[config.mk]
export PLATFORM = sky130hd
export DESIGN_NAME = mioc_odrv_n
export DESIGN_NICKNAME = d
export VERILOG_FILES = /design/src/rtl/mioc_odrv_n.sv
export SDC_FILE = /design/constraint.sdc
export NUM_CORES = 1
export LEC_CHECK = 0
export ABC_CLOCK_PERIOD_IN_PS = 2500
export CAP_MARGIN = 5
export CORE_MARGIN = 1
export CORE_UTILIZATION = 30
export DETAILED_ROUTE_END_ITERATION = 16
export SLEW_MARGIN = 20
export SYNTH_ARGS = -nofsm -noshare
export SYNTH_HDL_FRONTEND = slang
export SYNTH_SLANG_ARGS = --single-unit
[constraint.sdc]
create_clock -name clk -period 2.5 [get_ports clk]
set_clock_uncertainty 0.15 [all_clocks]
set_input_delay 0.5 -clock clk [delete_from_list [all_inputs] [get_ports clk]]
set_output_delay 0.5 -clock clk [all_outputs]
set_load 0.01 [all_outputs]
[src/rtl/mioc_odrv_n.sv]
// rtl/mioc_odrv_n.sv - multi-channel open-drain output driver with pad readback fault detection
module mioc_odrv_n #(
   parameter int N         = 4,
   parameter int SETTLE    = 3,
   parameter int FAULT_LIM = 2
) (
   input  logic         clk,
   input  logic         rst_n,
   input  logic [N-1:0] in,
   input  logic         en,
   input  logic [N-1:0] pad_in,
   input  logic         fault_clr,
   output logic [N-1:0] pad_oe,
   output logic [N-1:0] z,
   output logic [N-1:0] fault,
   output logic         busy
);

   localparam logic [7:0] SETTLE_LAST = 8'(SETTLE - 1);
   localparam logic [3:0] MIS_LIM     = 4'(FAULT_LIM);

   typedef enum logic [1:0] {
      ST_REL = 2'd0,
      ST_SET = 2'd1,
      ST_CHK = 2'd2,
      ST_FLT = 2'd3
   } state_t;

   state_t       r_state    [N];
   state_t       w_state_nxt[N];
   logic [7:0]   r_scnt     [N];
   logic [7:0]   w_scnt_nxt [N];
   logic [3:0]   r_mcnt     [N];
   logic [3:0]   w_mcnt_nxt [N];

   logic [N-1:0] r_sync1;
   logic [N-1:0] r_sync2;
   logic [N-1:0] r_oe;
   logic [N-1:0] r_fault;
   logic         r_busy;

   logic [N-1:0] w_oe_nxt;
   logic [N-1:0] w_fault_nxt;
   logic         w_busy_nxt;

   // Two-flop synchronizer on the raw pad level; idles high like the external pullup
   always_ff @(posedge clk or negedge rst_n) begin
      if (!rst_n) begin
         r_sync1 <= '1;
         r_sync2 <= '1;
      end else begin
         r_sync1 <= pad_in;
         r_sync2 <= r_sync1;
      end
   end

   // Per-channel next-state, counters and the output values they imply
   always_comb begin
      w_busy_nxt  = 1'b0;
      w_oe_nxt    = '0;
      w_fault_nxt = '0;
      for (int i = 0; i < N; i++) begin
         w_state_nxt[i] = r_state[i];
         w_scnt_nxt[i]  = r_scnt[i];
         w_mcnt_nxt[i]  = r_mcnt[i];
         case (r_state[i])
            ST_REL: begin
               w_scnt_nxt[i] = 8'd0;
               w_mcnt_nxt[i] = 4'd0;
               if (en && in[i]) begin
                  w_state_nxt[i] = ST_SET;
               end
            end
            ST_SET: begin
               if (!en || !in[i]) begin
                  w_state_nxt[i] = ST_REL;
                  w_scnt_nxt[i]  = 8'd0;
                  w_mcnt_nxt[i]  = 4'd0;
               end else if (r_scnt[i] == SETTLE_LAST) begin
                  w_state_nxt[i] = ST_CHK;
                  w_scnt_nxt[i]  = 8'd0;
                  w_mcnt_nxt[i]  = 4'd0;
               end else begin
                  w_scnt_nxt[i] = r_scnt[i] + 8'd1;
               end
            end
            ST_CHK: begin
               if (!en || !in[i]) begin
                  w_state_nxt[i] = ST_REL;
                  w_scnt_nxt[i]  = 8'd0;
                  w_mcnt_nxt[i]  = 4'd0;
               end else if (r_sync2[i]) begin
                  // Pad still reads high while we pull it low: something is fighting us
                  if ((r_mcnt[i] + 4'd1) == MIS_LIM) begin
                     w_state_nxt[i] = ST_FLT;
                     w_mcnt_nxt[i]  = 4'd0;
                  end else begin
                     w_mcnt_nxt[i] = r_mcnt[i] + 4'd1;
                  end
               end else begin
                  w_mcnt_nxt[i] = 4'd0;
               end
            end
            ST_FLT: begin
               // Only an explicit clear leaves the fault; in and en are ignored here
               if (fault_clr) begin
                  w_state_nxt[i] = ST_REL;
               end
            end
            default: begin
               w_state_nxt[i] = ST_REL;
            end
         endcase
         w_oe_nxt[i]    = (w_state_nxt[i] == ST_SET) || (w_state_nxt[i] == ST_CHK);
         w_fault_nxt[i] = (w_state_nxt[i] == ST_FLT);
         w_busy_nxt     = w_busy_nxt | (w_state_nxt[i] == ST_SET);
      end
   end

   // State, counters and registered outputs; reset releases every pad at once
   always_ff @(posedge clk or negedge rst_n) begin
      if (!rst_n) begin
         for (int i = 0; i < N; i++) begin
            r_state[i] <= ST_REL;
            r_scnt[i]  <= 8'd0;
            r_mcnt[i]  <= 4'd0;
         end
         r_oe    <= '0;
         r_fault <= '0;
         r_busy  <= 1'b0;
      end else begin
         for (int i = 0; i < N; i++) begin
            r_state[i] <= w_state_nxt[i];
            r_scnt[i]  <= w_scnt_nxt[i];
            r_mcnt[i]  <= w_mcnt_nxt[i];
         end
         r_oe    <= w_oe_nxt;
         r_fault <= w_fault_nxt;
         r_busy  <= w_busy_nxt;
      end
   end

   assign pad_oe = r_oe;
   assign z      = r_sync2;
   assign fault  = r_fault;
   assign busy   = r_busy;

endmodule

==> impl_metrics.toml <==
[finish]
area_growth_pct = 30.17
drive_gt1_share_pct = 18.43
nets = 503
antennaDiodeCount = 0

[yosys]
seq_area_frac_synth_pct = 47.26
ys_async_sr_fraction_pct = 100.0
yosysWarnings = 0
synthesis.nets = 428
synth.avg_cell_area_um2 = 9.914
netlist_area_mm2 = 0.003886
synthesis.instances = 392
synth_flop_cell = "dfrtp_1"
synth-edff-count = 0
ys_ff_latch = 73
synth.distinct_cells = 54

[clock_network]
ctsLongestPathBuffers = 2
cts_buffers = 9
clockRootBuffer = "clkbuf_16"
tritoncts = "yes"
htree_levels = 3
clk_latency_ps = 340
clkTransAtPathRegs_ps = 60
cts_hold_buf = 0
clkSinkCount = 73

[floorplan]
die_y_um = 115.8
core_area_mm2 = 0.01262
initial_utilization_pct = 30.80
die-area_mm2 = 0.01341
pin_count = 25
die-width_um = 115.8
fp-row-count = 41

[min_path]
hp-class = "in -> async"

[grt]
grt_pass1_vias = 3322
grt_pass1_wl_um = 15320
gr-usage-met1_pct = 17.91
track_usage_pct = 14.71
met2_usage_pct = 24.01
grt_util_met3_pct = 4.184
grt_overflow = 0
grt_max_degree = 40
busiest_layer = "met2"
antenna_found_initial = 0

[worst_setup_path]
crit_fanout = 3
arrival_ps = 2540
cp-end-kind = "flip-flop"
r2r_setup_slack_ps = 30
critPathRequiredTime_ps = 2570
critPathLaunchType = "flip-flop"
path_class = "reg -> reg"

[run]
drv_cap = 0

[route]
drc = 0
drtIter0Drc = 134
via_count = 3194
routed_wl_um = 8711
drt_pass1_iterations = 4
viasPerCell = 4.960
drtAntennaViolNets = 0
wl_per_cell_um = 13.53

[sta]
fmax_mhz = 405.1
max-slew-margin-rel_pct = 62.89
fin_crit_sh_pct = 98.74
tns_ps = 0
drv_slew = 0
tightest_slew_ps = 556.7
setup_viol = 0
final.min_clock_period_ps = 2468
final_hold_viol_count = 0
setup_ws_ps = 31.50
rsz0062_at_grt = "true"

[place]
place_congestion = 0.8171
post-place-ws_ps = -265.9
dp_hpwl_um = 6305
io_buffers = 24

[outcome]
status = "completed"

[pwr]
p_leak_nw = 2.188
power.density_mw_per_mm2 = 588.6
vdd_ir_drop_max_v = 0.0003308
-- critical path, stage by stage, from the launching register on --
cell	delay (ps)
dfrtp_1	370
inv_1	60
ha_1	140
or4b_4	470
nor4_4	200
a21oi_1	140
mux2_4	290
ha_4	150
or4_1	380
-- final timing paths --
path / from / end / cells past startpoint
min reg2reg: r_sync1[1] / z[1] / 0
min: rst_n / r_scnt[19] / 1
max reg2reg: r_scnt[16] / busy / 8
min in group clk: r_sync1[1] / z[1] / 0
max in group asynchronous: rst_n / z[2] / 2
max: r_scnt[16] / busy / 8
-- metrics by stage --
| stage | total power [mW] | instances | utilization, % | hold WS, ps | area (µm²) |
|---|---|---|---|---|---|
| 2_1_floorplan | 1.360 | 392 | - | 54.41 | 3906 |
| 3_3_place_gp | 1.507 | 627 | 37.19 | 196.6 | 4693 |
| 3_5_place_dp | 1.511 | 627 | 37.19 | 197.2 | 4693 |
| 4_1_cts | 3.025 | 644 | 40.08 | 15.42 | 5057 |
| 5_1_grt | 3.101 | 644 | 40.09 | 32.52 | 5059 |
| 6_report | 2.978 | 644 | 40.09 | 2.699 | 5059 |
-- flip-flops by register name, indices dropped and copies added, names as in the netlist --
register  flops
z             4
fault         4
r_mcnt       16
busy          1
r_sync1       4
r_state       8
r_scnt       32
pad_oe        4
-- cells in the final DEF, fill, tap and decap left out, types with 3 or more instances in the layout --
| master | synthesis | final |
|---|---|---|
| buf_4 | 0 | 50 |
| clkdlybuf4s50_1 | 0 | 23 |
| nand3_1 | 21 | 21 |
| nor3_1 | 3 | 3 |
| o31ai_1 | 7 | 7 |
| a31oi_1 | 3 | 3 |
| inv_1 | 12 | 12 |
| a211o_1 | 3 | 3 |
| nor4b_1 | 6 | 4 |
| and2_1 | 4 | 4 |
| o22ai_1 | 9 | 9 |
| a41o_1 | 3 | 3 |
| nand4_1 | 6 | 6 |
| nor2_1 | 42 | 42 |
| nand2b_1 | 4 | 4 |
| clkbuf_16 | 0 | 9 |
| o32ai_1 | 4 | 4 |
| nand2_1 | 45 | 45 |
| o211ai_1 | 3 | 3 |
| nor3b_1 | 4 | 4 |
| bufinv_16 | 0 | 3 |
| ha_1 | 24 | 23 |
| and4_1 | 5 | 5 |
| dfrtp_1 | 65 | 64 |
| dfstp_2 | 8 | 8 |
| xor2_1 | 27 | 27 |
| and3_1 | 7 | 7 |
| o21ai_0 | 10 | 10 |
| a21oi_1 | 16 | 16 |
-- synthesized netlist by cell type, drive strengths merged, types with 3 or more instances --
cell type | n | area [µm²]
a41o | 3 | 30.03
and3 | 7 | 43.79
a31oi | 3 | 18.77
a21boi | 3 | 22.52
ha | 24 | 300.3
nand3 | 21 | 105.1
o211ai | 3 | 22.52
o32ai | 4 | 35.03
a211o | 3 | 26.28
nor4 | 3 | 33.78
nand2b | 4 | 25.02
clkbuf | 8 | 30.03
xor2 | 27 | 236.5
inv | 12 | 45.04
nor2 | 42 | 157.7
and2 | 4 | 25.02
nor3b | 4 | 30.03
nor3 | 3 | 15.01
nand2 | 45 | 168.9
a21oi | 18 | 97.60
and4 | 5 | 43.79
dfrtp | 65 | 1627
o22ai | 9 | 56.30
o21ai | 10 | 50.05
dfstp | 8 | 210.2
nor4b | 6 | 52.55
or4b | 3 | 30.03
o31ai | 7 | 52.55
nand4 | 6 | 37.54
-- what timing repair did --
action / CTS / global route
gates resized for setup: 3 / 2
buffers inserted: 1 / 0
setup endpoints to repair: 2 / 2
pin swaps: 1 / 0
-- where the power goes --
group / internal [mW] / switching, mW
Sequential: 1.22 / 0.0384
Clock: 0.974 / 0.515
Combinational: 0.113 / 0.121
-- layout make-up --
type,instances,area (µm²)
clock buffer,9,225.2
clock inverter,7,118.9
fill,1254,7561
inverter,12,45.04
multi-input combinational,297,1991
sequential,73,1838
tap,172,215.2
timing repair buffer,74,625.6
-- logic make-up after synthesis --
kind of cell               count (synthesis)  synth area share, %
AOI/OAI and AO/OA                         79                14.04
DFF                                       73                47.26
and+or+nand+nor                          164                21.80
buffers and inverters                     22                2.350
xor gates and xnor gates                  29                6.536
adders and majority gates                 24                7.727
muxes                                      1               0.2897
-- per-layer routing --
layer | share of wire [%] | up-vias
met4 | 2.8 | 0
met5 | 0 | -
met2 | 47 | 51
met3 | 3.2 | 18
met1 | 47 | 1554
li1 | - | 1571
(Power assumes the default switching activity.)
